**src/rtl/pipe_skid_reg.sv**
```systemverilog
// Two-entry valid/ready pipeline register with skid buffer.
// in_ready, out_valid and occupancy come straight from flops, so in_ready has no path from out_ready.
module pipe_skid_reg #(
  parameter int W          = 32,
  parameter bit CLEAR_DATA = 1'b1
) (
  input  logic         clk,
  input  logic         reset,
  input  logic         flush,
  input  logic         in_valid,
  input  logic [W-1:0] in_data,
  output logic         in_ready,
  output logic         out_valid,
  output logic [W-1:0] out_data,
  input  logic         out_ready,
  output logic [1:0]   occupancy
);

  // state | meaning
  // EMPTY | nothing held, out_valid=0
  // ONE   | main holds the head entry
  // FULL  | main holds the head, skid holds the next entry; in_ready=0
  typedef enum logic [1:0] {EMPTY = 2'd0, ONE = 2'd1, FULL = 2'd2} state_t;

  state_t         state_q, state_d;
  logic [W-1:0]   main_q, main_d;
  logic [W-1:0]   skid_q, skid_d;
  logic           in_ready_q;
  logic           out_valid_q;
  logic [1:0]     occ_q;
  logic           in_xfer;
  logic           out_xfer;

  assign in_xfer  = in_valid & in_ready_q;
  assign out_xfer = out_valid_q & out_ready;

  always_comb begin
    state_d = state_q;
    main_d  = main_q;
    skid_d  = skid_q;
    case (state_q)
      EMPTY: begin
        if (in_xfer) begin
          state_d = ONE;
          main_d  = in_data;
        end
      end
      ONE: begin
        if (in_xfer && out_xfer) begin
          main_d = in_data;
        end else if (in_xfer) begin
          state_d = FULL;
          skid_d  = in_data;
        end else if (out_xfer) begin
          state_d = EMPTY;
        end
      end
      FULL: begin
        if (out_xfer) begin
          state_d = ONE;
          main_d  = skid_q;
        end
      end
      default: state_d = EMPTY;
    endcase
    // Flush drops everything, including the entry offered this cycle.
    if (flush) begin
      state_d = EMPTY;
      if (CLEAR_DATA) begin
        main_d = '0;
        skid_d = '0;
      end
    end
  end

  always_ff @(posedge clk) begin
    if (reset) begin
      state_q     <= EMPTY;
      in_ready_q  <= 1'b1;
      out_valid_q <= 1'b0;
      occ_q       <= 2'd0;
      if (CLEAR_DATA) begin
        main_q <= '0;
        skid_q <= '0;
      end
    end else begin
      state_q     <= state_d;
      main_q      <= main_d;
      skid_q      <= skid_d;
      in_ready_q  <= (state_d != FULL);
      out_valid_q <= (state_d != EMPTY);
      case (state_d)
        ONE:     occ_q <= 2'd1;
        FULL:    occ_q <= 2'd2;
        default: occ_q <= 2'd0;
      endcase
    end
  end

  assign in_ready  = in_ready_q;
  assign out_valid = out_valid_q;
  assign out_data  = main_q;
  assign occupancy = occ_q;

endmodule

```
**config.mk**
```make
export PLATFORM = sky130hd
export DESIGN_NAME = pipe_skid_reg
export DESIGN_NICKNAME = d
export VERILOG_FILES = /design/src/rtl/pipe_skid_reg.sv
export SDC_FILE = /design/constraint.sdc
export NUM_CORES = 1
export LEC_CHECK = 0
export BUFFER_PORTS_ARGS = -buffer_cell sky130_fd_sc_hd__buf_2
export CORE_AREA = 2 2 69 98
export CTS_BUF_LIST = sky130_fd_sc_hd__clkbuf_8
export DETAILED_ROUTE_END_ITERATION = 6
export DIE_AREA = 0 0 71 100
export GPL_TIMING_DRIVEN = 0
export HOLD_SLACK_MARGIN = 0.06
export PLACE_DENSITY = 0.77
export SYNTH_ARGS = -nofsm -noshare
export SYNTH_HDL_FRONTEND = slang
export SYNTH_SLANG_ARGS = --single-unit
```
**constraint.sdc**
```tcl
create_clock -name clk -period 1.7 [get_ports clk]
set_input_delay 0.34 -clock clk [delete_from_list [all_inputs] [get_ports clk]]
set_output_delay 0.34 -clock clk [all_outputs]
set_load 0.01 [all_outputs]
```
Word-level counts from Yosys, hierarchy flattened:

Index checks and enable logic that the tools add are counted.

* equal/unequal tests: 8
* muxes and demuxes: 12
* bitwise gates (word level): 3
* reduce and logical (&&, ||, !) cells: 7

Operators by type and width (number)
* $mux W32: 3
* $pmux W32 S3: 1
* $mux W2: 6
* $ne A2 B2 Y1 const B: 4
* $pmux W2 S3: 1
* $eq A2 B1 Y1 const B: 2
* $eq A2 B2 Y1 const B: 2
* $pmux W2 S2: 1
* $reduce_and A4 Y1: 1
* $reduce_and A3 Y1: 1
* $reduce_bool A3 Y1: 1
* $and A1 B1 Y1: 2
* $logic_not A2 Y1: 1
* $reduce_bool A2 Y1: 1
* $reduce_or A2 Y1: 1
* $logic_and A1 B1 Y1: 1
* $not A1 Y1: 1

* register bits after elaboration: 70
* bits of input ports: 37
* output and inout bits: 36
* word-level logic and storage cells: 36

Depth between registers and ports, before layout:

* depth after elaboration: 8
* mapped depth: 5
* gate-level depth less buffers: 3

Worst setup path before layout:

No wires, ideal clock.

* path type: flip-flop to flip-flop
* from: register out_valid_q, in the netlist out_valid
* to: register main_q[0], in the netlist out_data[0]
* setup time: 0.146 ns
* arrival: 1.143 ns
* required time: 1.554 ns
* slack: 0.410 ns
* cell stages (with the launch flop): 5
* buffers on the path: 1
* clock period less this slack: 1.290 ns
* cells stage by stage: dfxtp_1 > nand2_1 > o22ai_4 > buf_4 > a211oi_2

* word-level cells in the longest chain between the ends: 4
* elaborated cells on any way between the ends: 5
* those cells by class: 2 x eq/ne; 1 x bitwise; 2 x reduce/logical

Ends and longest elaborated chain
* start: declaration: RTL line 29 `logic out_valid_q;`
* start signal: assignment: RTL line 91 `out_valid_q <= (state_d != EMPTY);`
* $and A1 B1 Y1 (*): RTL line 35 `assign out_xfer = out_valid_q & out_ready;`
* $logic_and A1 B1 Y1: RTL line 49 `if (in_xfer && out_xfer) begin`
* $ne A2 B2 Y1 (no source line)
* $reduce_and A4 Y1 (no source line) (*)
* end signal: assignment: RTL line 88 `main_q <= main_d;`
* end: declaration: RTL line 26 `logic [W-1:0] main_q, main_d;`

Mark *: on every way between the ends. The rest lies on a longest branch, timed or not.
A chain may end at the register's enable or synchronous reset.

Final worst setup path:

* from: register state_q[1]
* to: register main_q[1], in the netlist out_data[1]

* word-level cells in the longest chain between the ends: 3
* elaborated cells on any way between the ends: 9
* those cells by class: 5 x eq/ne; 1 x mux; 3 x reduce/logical

Ends and longest elaborated chain
* start: declaration: RTL line 25 `state_t state_q, state_d;`
* start signal: assignment: RTL line 87 `state_q <= state_d;`
* $eq A2 B1 Y1, or another cell as far along: RTL line 41 `case (state_q)`
* $ne A2 B2 Y1 (no source line) or $reduce_bool A3 Y1 (tied branches)
* $reduce_and A4 Y1 (no source line)

Several ways; a longest one is shown, not always the timed one.

==> run_results.csv <==
group,metric,value,unit
timing,final.setup_skew,8.717,ps
synthesis,synth-main-ff-cell,"dfxtp_1",
cts,cts_setup_buffers,0,
synthesis,yosysWarnings,0,
status,outcome,"complete, no violations",
timing,layout_min_cycle_time,1557,ps
synthesis,synth_edf_count,0,
timing,setup_tns,0,ps
routing,top_layer,"met4",
placed_design,portBuffers,72,
worst_setup_path,critPathMaxFanout,10,
final_layout,design_area,0.004094,mm2
cts,cts_resized,0,
global_route,grt_first_pass_wirelength,13450,um
synthesis,synthesis.area,0.003467,mm2
timing,hold_viol,0,
worst_setup_path,worstPathArrival,1750,ps
flow_run,maxCapViolCount,0,
global_route,grt_max_degree,11,
power_and_ir_drop,powerDensity,850.7,mW/mm2
power_and_ir_drop,power.leakage,1.762,nW
floorplan,ioPinCount,73,
routing,wl_met1,3443,um
timing,worstMarginPinSlew,762.7,ps
floorplan,rows,35,
worst_setup_path,crit_type,"reg -> reg",
routing,wl_met3,304,um
timing,rsz0062_at_grt,"false",
routing,vias_per_cell,5.892,
cts,path_clk_slew,70,ps
synthesis,yosysUniqueCellTypes,29,
cts,clk_latency,340,ps
synthesis,ys_ff_latch,70,
placed_design,dp.cells,468,
final_layout,utilization,64.47,%
cts,tritoncts,"built",
floorplan,die_h,100,um
worst_setup_path,critPathCaptureType,"flip-flop",
synthesis,synthCells,322,
routing,drt-total-wl,8108,um
synthesis,syn_nets,359,
final_layout,fillCellCount,547,
cts,hold_buffers,0,
placed_design,postPlaceCellArea,0.003920,mm2
timing,slew_violations,0,
final_layout,nNetsFinal,442,
routing,met2_length,4259,um
floorplan,die_x,71,um
synthesis,async_reset_ff_share,0,%
final_layout,syn_to_final_growth,18.08,%
cts,cts_made_buffers,9,
cts,cts_max_path_buffers,2,
timing,max_freq,642.3,MHz
global_route,grt_pass1_vias,2882,
worst_hold_path,hold_path.class,"in -> reg",
routing,drt-wirelength-per-cell,16.82,um
placed_design,place_congestion,0.8079,
placed_design,place_hpwl,5697,um
routing,firstDrtPassIters,4,
routing,route.vias.total,2840,
synthesis,syn_avg_cell_area,10.77,um2
floorplan,die_area,0.007100,mm2
final_layout,drive_above_1_share,44.12,%
synthesis,ys_seq_area_share,40.42,%
timing,finalCritPeriodShare,91.59,%
cts,clock-sinks,70,
worst_setup_path,worst_ep_required_time,1900,ps
routing,final_antenna_net_count,0,
final_layout,finalNonFillerCells,482,
timing,relSlewSlack,49.15,%
timing,finalSetupViolations,0,
routing,drcViolationCount,0,
routing,drtIter0Drc,193,
global_route,track_usage,23.69,%
final_layout,insertedDiodeCount,0,
cts,cts-root-buf,"clkbuf_8",
power_and_ir_drop,ir_drop,0.0005827,V
cts,h-tree-depth,3,
floorplan,core,0.006350,mm2
floorplan,start_util,54.60,%
global_route,grt_overflow,0,
worst_setup_path,worstSetupStartpointType,"flip-flop",
global_route,antenna_found_initial,0,
[flip-flops by register name, indices dropped and copies added, names as in the netlist]
signal and count:
skid_q 32, state_q 2, out_data 32, out_valid 1
in_ready 1, occupancy 2
[logic make-up (layout without fill, tap and decap cells)]
logic type             count (synthesis)  count (layout)  share of synthesized area (%)
flip-flops                            70              70                          40.42
AO/OA/AOI/OAI                        135             135                          33.99
multiplexers                          32              32                          9.239
buffers and inverters                 39             125                          8.734
AND/OR/NAND/NOR                       46              46                          7.615
[cell type report]
type	instances	area, um2	area share [%]
Clock inverter	2	8.758	0.2139
Clock buffer	12	165.2	4.034
Sequential cell	70	1401	34.23
Multi-Input combinational cell	213	1763	43.06
Buffer	39	302.8	7.396
Timing Repair Buffer	72	360.3	8.802
Tap cell	74	92.59	2.262
[through the flow]
stage / hold slack (ps) / worst slack (ps) / power (mW)
2_1_floorplan: 458.1 / 410.4 / 2.149
3_3_place_gp: 464.3 / 133.6 / 2.314
3_5_place_dp: 472.1 / 120.3 / 2.324
4_1_cts: 242.8 / 161.1 / 3.518
5_1_grt: 254.3 / 77.08 / 3.624
6_report: 256.3 / 143.0 / 3.483
[power by group]
group | internal [mW] | leakage (nW) | switching (mW)
Combinational | 0.242 | 1.10 | 0.321
Sequential | 1.69 | 0.569 | 0.0353
Clock | 0.626 | 0.0955 | 0.569
[per-layer routing]
| layer | vias up | global-route usage, % |
|---|---|---|
| li1 | 1393 | - |
| met1 | 1374 | 28.84 |
| met2 | 63 | 40.26 |
| met3 | 10 | 4.518 |
| met4 | 0 | 10.74 |
| met5 | - | 0 |
[worst max-delay path, cell delays in order, from the launching register on]
cell and delay [ps]:
dfxtp_1 370, nand3b_1 380, o22ai_4 290, buf_4 270
a211oi_2 90
[cell usage in the layout (no fill, tap or decap), types with 4 or more instances in the layout]
cell type	n
a211oi_1	4
a211oi_2	60
a21oi_1	32
buf_2	86
buf_4	6
buf_6	9
clkbuf_1	7
clkbuf_8	12
dfxtp_1	70
mux2i_1	32
nand3_1	32
o21ai_1	32
[synthesized netlist by cell type (2+ instances only)]
cell / instances / area (um2)
a211oi_1: 4 / 30.03
buf_6: 9 / 101.4
mux2i_1: 32 / 320.3
clkbuf_1: 7 / 26.28
buf_12: 3 / 60.06
nor4bb_1: 2 / 20.02
o21ai_1: 32 / 160.2
nor3b_1: 3 / 22.52
nand3_1: 32 / 160.2
a211oi_2: 60 / 750.7
dfxtp_1: 70 / 1401
buf_2: 14 / 70.07
buf_4: 6 / 45.04
nand2_1: 2 / 7.510
a21oi_1: 32 / 160.2
[path summary, 6_finish.rpt]
path | startpoint | to | slack [ps] | cells past startpoint
min | in_data[29] | skid_q[29] | 260 | 3
min reg2reg | skid_q[28] | skid_q[28] | 480 | 2
max reg2reg | state_q[1] | out_data[1] | 140 | 4
max | state_q[1] | out_data[1] | 140 | 4
Note: power is estimated with default switching activity, not from simulation.
